==> src/rtl/alu_regbank_exec_if.sv <==
// Register-file access bus: two combinational read ports, one write port and the store tap.
interface alu_regbank_exec_if;
  logic        escreve_reg;
  logic [3:0]  addra;
  logic [3:0]  addrb;
  logic [3:0]  addrc;
  logic [15:0] datac;
  logic [15:0] dataa;
  logic [15:0] datab;
  logic [15:0] store;

  modport master (
    output escreve_reg, addra, addrb, addrc, datac,
    input  dataa, datab, store
  );

  modport slave (
    input  escreve_reg, addra, addrb, addrc, datac,
    output dataa, datab, store
  );
endinterface

==> src/rtl/alu_regbank_exec.sv <==
// Execute-stage datapath: 16x16 register bank with async clear, plus a stateless ALU and its control decode.
module alu_regbank_exec (
  input  logic                     clock,
  input  logic                     reset_n,
  alu_regbank_exec_if.slave        rf,
  input  logic [3:0]               state,
  input  logic [5:0]               chave,
  output logic [15:0]              valor,
  output logic [15:0]              lcd_r0,
  output logic [15:0]              lcd_r1,
  output logic [15:0]              lcd_r2,
  input  logic [1:0]               op_alu,
  input  logic [3:0]               opcode,
  input  logic [15:0]              operand_a,
  input  logic [15:0]              operand_b,
  output logic [15:0]              result,
  output logic                     overflow,
  output logic                     zero,
  output logic [3:0]               controle_alu
);

  localparam logic [3:0] ALU_AND = 4'b0000;
  localparam logic [3:0] ALU_OR  = 4'b0001;
  localparam logic [3:0] ALU_ADD = 4'b0010;
  localparam logic [3:0] ALU_SLL = 4'b0011;
  localparam logic [3:0] ALU_SRL = 4'b0100;
  localparam logic [3:0] ALU_SUB = 4'b0110;
  localparam logic [3:0] ALU_SLT = 4'b0111;
  localparam logic [3:0] ALU_XOR = 4'b1000;
  localparam logic [3:0] ALU_NOR = 4'b1100;

  logic [15:0] regs [16];

  always_ff @(posedge clock or negedge reset_n) begin
    if (!reset_n) begin
      for (int i = 0; i < 16; i++) regs[i] <= 16'h0000;
    end else if (rf.escreve_reg && (rf.addrc != 4'd0)) begin
      regs[rf.addrc] <= rf.datac;
    end
  end

  // Register 0 is forced to zero on read so it is valid even before the first reset.
  function automatic logic [15:0] rd(input logic [3:0] addr);
    return (addr == 4'd0) ? 16'h0000 : regs[addr];
  endfunction

  logic unused_chave;
  assign unused_chave = &{1'b0, chave[5:4]};

  assign rf.dataa = rd(rf.addra);
  assign rf.datab = rd(rf.addrb);
  assign rf.store = rd(rf.addrb);
  assign valor    = rd(chave[3:0]);
  assign lcd_r0   = regs[1];
  assign lcd_r1   = regs[2];
  assign lcd_r2   = regs[3];

  always_comb begin
    controle_alu = ALU_ADD;
    if (state == 4'b0000) begin
      controle_alu = ALU_ADD;
    end else begin
      case (op_alu)
        2'b01: controle_alu = ALU_SUB;
        2'b10: begin
          case (opcode)
            4'b0001: controle_alu = ALU_SUB;
            4'b0010: controle_alu = ALU_AND;
            4'b0011: controle_alu = ALU_OR;
            4'b0100: controle_alu = ALU_XOR;
            4'b0101: controle_alu = ALU_NOR;
            4'b0110: controle_alu = ALU_SLT;
            4'b0111: controle_alu = ALU_SLL;
            4'b1010: controle_alu = ALU_SRL;
            default: controle_alu = ALU_ADD;
          endcase
        end
        default: controle_alu = ALU_ADD;
      endcase
    end
  end

  logic [15:0] sum;
  logic [15:0] diff;
  assign sum  = operand_a + operand_b;
  assign diff = operand_a - operand_b;

  always_comb begin
    result   = 16'h0000;
    overflow = 1'b0;
    case (controle_alu)
      ALU_AND: result = operand_a & operand_b;
      ALU_OR:  result = operand_a | operand_b;
      ALU_ADD: begin
        result   = sum;
        overflow = (operand_a[15] == operand_b[15]) && (sum[15] != operand_a[15]);
      end
      ALU_SUB: begin
        result   = diff;
        overflow = (operand_a[15] != operand_b[15]) && (diff[15] != operand_a[15]);
      end
      ALU_SLL: result = operand_a << operand_b[3:0];
      ALU_SRL: result = operand_a >> operand_b[3:0];
      ALU_SLT: result = ($signed(operand_a) < $signed(operand_b)) ? 16'h0001 : 16'h0000;
      ALU_XOR: result = operand_a ^ operand_b;
      ALU_NOR: result = ~(operand_a | operand_b);
      default: result = 16'h0000;
    endcase
  end

  assign zero = (result == 16'h0000);

endmodule

==> src/flat_wrapper.sv <==
// flat-port wrapper written by rule: the top's interface ports become plain ports
module alu_regbank_exec_flat 
  (clock, reset_n, state, chave, valor, lcd_r0, lcd_r1, lcd_r2, op_alu, opcode, operand_a, operand_b, result, overflow, zero, controle_alu, rf_escreve_reg, rf_addra, rf_addrb, rf_addrc, rf_datac, rf_dataa, rf_datab, rf_store);
  alu_regbank_exec_if rf_i ();
  input  logic clock;
  input  logic reset_n;
  input  logic [3:0] state;
  input  logic [5:0] chave;
  output logic [15:0] valor;
  output logic [15:0] lcd_r0;
  output logic [15:0] lcd_r1;
  output logic [15:0] lcd_r2;
  input  logic [1:0] op_alu;
  input  logic [3:0] opcode;
  input  logic [15:0] operand_a;
  input  logic [15:0] operand_b;
  output logic [15:0] result;
  output logic overflow;
  output logic zero;
  output logic [3:0] controle_alu;
  input wire logic [$bits(rf_i.escreve_reg)-1:0] rf_escreve_reg;
  input wire logic [$bits(rf_i.addra)-1:0] rf_addra;
  input wire logic [$bits(rf_i.addrb)-1:0] rf_addrb;
  input wire logic [$bits(rf_i.addrc)-1:0] rf_addrc;
  input wire logic [$bits(rf_i.datac)-1:0] rf_datac;
  output wire logic [$bits(rf_i.dataa)-1:0] rf_dataa;
  output wire logic [$bits(rf_i.datab)-1:0] rf_datab;
  output wire logic [$bits(rf_i.store)-1:0] rf_store;
  assign rf_i.escreve_reg = rf_escreve_reg;
  assign rf_i.addra = rf_addra;
  assign rf_i.addrb = rf_addrb;
  assign rf_i.addrc = rf_addrc;
  assign rf_i.datac = rf_datac;
  assign rf_dataa = rf_i.dataa;
  assign rf_datab = rf_i.datab;
  assign rf_store = rf_i.store;
  alu_regbank_exec u_core (.clock(clock), .reset_n(reset_n), .rf(rf_i), .state(state), .chave(chave), .valor(valor), .lcd_r0(lcd_r0), .lcd_r1(lcd_r1), .lcd_r2(lcd_r2), .op_alu(op_alu), .opcode(opcode), .operand_a(operand_a), .operand_b(operand_b), .result(result), .overflow(overflow), .zero(zero), .controle_alu(controle_alu));
endmodule
==> config.mk <==
export PLATFORM = sky130hd
export DESIGN_NAME = alu_regbank_exec_flat
export DESIGN_NICKNAME = d
export VERILOG_FILES = /design/src/rtl/alu_regbank_exec_if.sv /design/src/rtl/alu_regbank_exec.sv /design/src/flat_wrapper.sv
export SDC_FILE = /design/constraint.sdc
export NUM_CORES = 1
export LEC_CHECK = 0
export ABC_AREA = 0
export CORE_UTILIZATION = 50
export DETAILED_ROUTE_END_ITERATION = 12
export PLACE_DENSITY = 0.7
export RECOVER_POWER = 25
export SLEW_MARGIN = 20
export SYNTH_ARGS = -nofsm -noshare
export SYNTH_HDL_FRONTEND = slang
export SYNTH_SLANG_ARGS = --single-unit
==> constraint.sdc <==
create_clock -name clock -period 5.55 [get_ports clock]
set_input_delay 0.555 -clock clock [delete_from_list [all_inputs] [get_ports clock]]
set_output_delay 0.555 -clock clock [all_outputs]
set_load 0.01 [all_outputs]
==> run_results.csv <==
group,metric,value,unit
clock_tree,cts_tree,"yes",
yosys,ys.warnings.count,0,
die,ios,213,
yosys,ys_types,88,
layout,fin_cells,2263,
place,dpl_ws,0.316,ns
detailed_routing,routed_vias,15400,
place,gp_congestion,1.02,
place,hpwl_after_dpl,45300,microns
die,die_area,0.0413,sq mm
detailed_routing,totalWireLength,65000,microns
layout,drive_above_1_share,39.4,%
detailed_routing,ant_nets,0,
clock_tree,clockRootBuffer,"clkbuf_16",
layout,area_growth,16.6,%
clock_tree,cts_inserted_buffers,26,
detailed_routing,firstDrtPassIters,6,
detailed_routing,avgViaCountPerCell,6.79,
die,floorplan.initialDensity,50.9,%
die,core_region_area,0.0398,sq mm
global_route,antenna_found_initial,1,
setup_path,cp_data_arrival_time,4.80,ns
setup_path,critPathLaunchType,"input port",
pwr,p_leak,9.52,nW
setup_path,timing.setup.critical_path_class,"in2out",
global_route,grt_start_max_net_pins,101,
die,die-width,203,microns
global_route,grt.overflow.total,0,
setup_path,crit_required,4.99,ns
timing,fin_crit_sh,96.6,%
clock_tree,clock_path_buffers,3,
die,std_cell_rows,73,
timing,period_needed,5.36,ns
yosys,asyncSetResetFlopFracSynth,100,%
yosys,synth-edff-count,0,
timing,fin_ws,0.191,ns
yosys,synthesis.area_per_instance,12.7,sq um
die,die_height,203,microns
yosys,synth.net_count,1734,
global_route,first_pass_grt_wire_length,98800,microns
clock_tree,h-tree-depth,1,
run_status,violations,"max-capacitance violations, max-slew violations",
timing,finalSetupViolCount,0,
timing,worst_slew_margin_rel,-205,%
clock_tree,clkLatencyLatePin,0.53,ns
pwr,vdd_ir_drop_max,0.389,mV
setup_path,worst-path-max-fanout,9,
timing,final_number_of_max_transition_violations,101,
clock_tree,post_cts.repair.setup_buffers,0,
yosys,synthesis.area,0.0203,sq mm
run_status,outcome,"finished with violations",
timing,final_hold_viol_count,0,
pwr,pwr_density_cell,313,mW/mm^2
min_path,hold_path.class,"reg2reg",
timing,tightest_slew,4.58,ns
yosys,synthCells,1596,
timing,max_freq,0.187,GHz
setup_path,crit_path_end_kind,"output pin",
yosys,most_used_flip_flop_cell_after_synthesis,"dfrtp_1",
yosys,ys_ff_latch,256,
timing,worst_clock_skew_on_the_final_layout,0,ns
run,max_cap_viol_count,1,
detailed_routing,first_iter_violations,1403,
clock_tree,clkSlewWorstSetupHoldPaths,0.06,ns
layout,fillerInstances,3206,
clock_tree,ctsHoldBuffers,0,
yosys,portion_of_the_post_synthesis_area_used_by_sequential_elements,31.6,%
timing,finalSetupTns,0,ns
place,port_buffers,210,
global_route,first_global_vias,15700,
layout,finish.net_count,1856,
detailed_routing,number_of_remaining_drc_errors,0,
layout,seq_area,0.00641,sq mm
timing,rsz0062_at_grt,"no",
clock_tree,cts.sinks,256,
global_route,grt_use_total,32.0,%
layout,multi_input_gate_area,0.0126,sq mm
detailed_routing,average_wire_per_cell_in_the_routed_design,28.7,microns
clock_tree,post_cts_resize_count,0,
place,numPlacedInstances,2215,
## path summary, 6_finish.rpt
kind / from / endpoint / slack, ns / cells after the start
max: operand_a[3] / zero / 0.19 / 15
min in group asynchronous: reset_n / u_core.lcd_r0[0] / 1.79 / 1
min reg2reg: u_core.regs[244] / u_core.regs[244] / 0.41 / 0
max reg2reg: u_core.lcd_r0[10] / u_core.lcd_r0[10] / 4.69 / 1
max in group asynchronous: reset_n / u_core.regs[111] / 0.96 / 2
min: u_core.regs[244] / u_core.regs[244] / 0.41 / 0
## layer usage
layer  part of all wire, %  wire length [microns]  global-route usage (%)  vias up
met2                    49                  31600                    52.7      829
met4                   4.2                   2760                    13.3        0
met1                    39                  25500                    42.8     7963
li1                      -                      -                       -     6420
met5                     0                      0                       0        -
met3                   7.9                   5140                    4.31      151
## layout by cell type (no fill, tap or decap), types with 5 or more instances in the layout
| cell type | instances |
|---|---|
| a2111oi_0 | 5 |
| a211oi_1 | 15 |
| a21o_1 | 8 |
| a21oi_1 | 39 |
| a221o_1 | 5 |
| a221oi_1 | 12 |
| a31oi_1 | 10 |
| buf_4 | 96 |
| clkbuf_16 | 27 |
| clkbuf_8 | 7 |
| clkdlybuf4s50_1 | 202 |
| clkinv_2 | 5 |
| dfrtp_1 | 256 |
| ha_1 | 57 |
| inv_1 | 47 |
| mux2_2 | 246 |
| mux2i_1 | 25 |
| mux4_2 | 253 |
| nand2_1 | 50 |
| nand2b_1 | 13 |
| nand3_1 | 16 |
| nor2_1 | 50 |
| nor2_2 | 9 |
| nor2b_1 | 55 |
| nor3_1 | 25 |
| nor4_1 | 7 |
| o2111ai_1 | 5 |
| o211ai_1 | 11 |
| o21ai_0 | 26 |
| o22ai_1 | 10 |
| or3_1 | 9 |
| xnor2_1 | 8 |
## power breakdown
group / internal [mW] / total (mW) / switching (mW)
Sequential: 2.28 / 2.69 / 0.417
Combinational: 1.72 / 2.86 / 1.14
Clock: 1.07 / 1.84 / 0.769
## flip-flops by register name, summed over array words and instances (netlist names)
register and count:
u_core.lcd_r0 16, u_core.lcd_r1 16, u_core.lcd_r2 16, u_core.regs 208
## worst max-delay path, stage by stage
cell	delay, ns
clkdlybuf4s50_1	0.71
inv_1	0.14
ha_1	0.33
buf_4	0.16
nor3_1	0.06
a221oi_1	0.32
buf_4	0.19
nand4b_1	0.23
a311o_1	0.38
and2_1	0.18
a31oi_1	0.21
nand3_1	0.12
a211o_1	0.37
nor4_2	0.27
clkdlybuf4s50_1	0.58
## layout make-up
| type | instances | area share, % |
|---|---|---|
| multi-input cells | 1076 | 53.4 |
| flip-flops and latches | 256 | 27.1 |
| repair buffers | 309 | 12.1 |
| clock buffers | 37 | 3.32 |
| well taps | 525 | 2.78 |
| inverters | 49 | 0.779 |
| clock inverters | 10 | 0.455 |
| diodes | 1 | 0.0106 |
## synth_stat cells (9+ instances only)
cell	number	area share [%]
mux2_2	246	14
nor2_1	59	1.1
a221oi_1	12	0.52
a211oi_1	15	0.56
buf_4	65	2.4
or3_1	9	0.28
ha_1	57	3.5
buf_1	25	0.46
dfrtp_1	256	32
buf_2	18	0.44
inv_1	47	0.87
nand2_1	50	0.93
nor4_1	10	0.31
mux4_2	253	28
nor2b_1	56	1.7
a31oi_1	10	0.31
o21ai_0	26	0.64
nor3_1	25	0.62
mux2i_1	25	1.2
a21oi_1	39	0.96
nand2b_1	13	0.40
nand3_1	16	0.40
o22ai_1	10	0.31
clkbuf_1	103	1.9
o211ai_1	11	0.41
## kinds of logic after synthesis
| family | after synthesis | synth area share [%] |
|---|---|---|
| muxes | 525 | 43.2 |
| and+or+nand+nor | 276 | 7.31 |
| buffers and inverters | 264 | 6.32 |
| DFF | 256 | 31.6 |
| AOI/OAI and AO/OA | 207 | 7.47 |
| adders and majority gates | 59 | 3.72 |
| xor gates and xnor gates | 9 | 0.389 |
## per-stage QoR
stage / instance area [sq um] / utilization (%) / total power, mW / hold WS (ns)
floorplan: 20300 / - / 4.50 / 0.259
global placement: 22700 / 57.1 / 5.44 / 0.393
detailed placement: 22700 / 57.1 / 5.54 / 0.404
CTS: 23600 / 59.3 / 7.38 / 0.0805
global route: 23600 / 59.3 / 7.69 / 0.434
finish: 23600 / 59.3 / 7.39 / 0.412
Power figures use the tool's default switching activity.
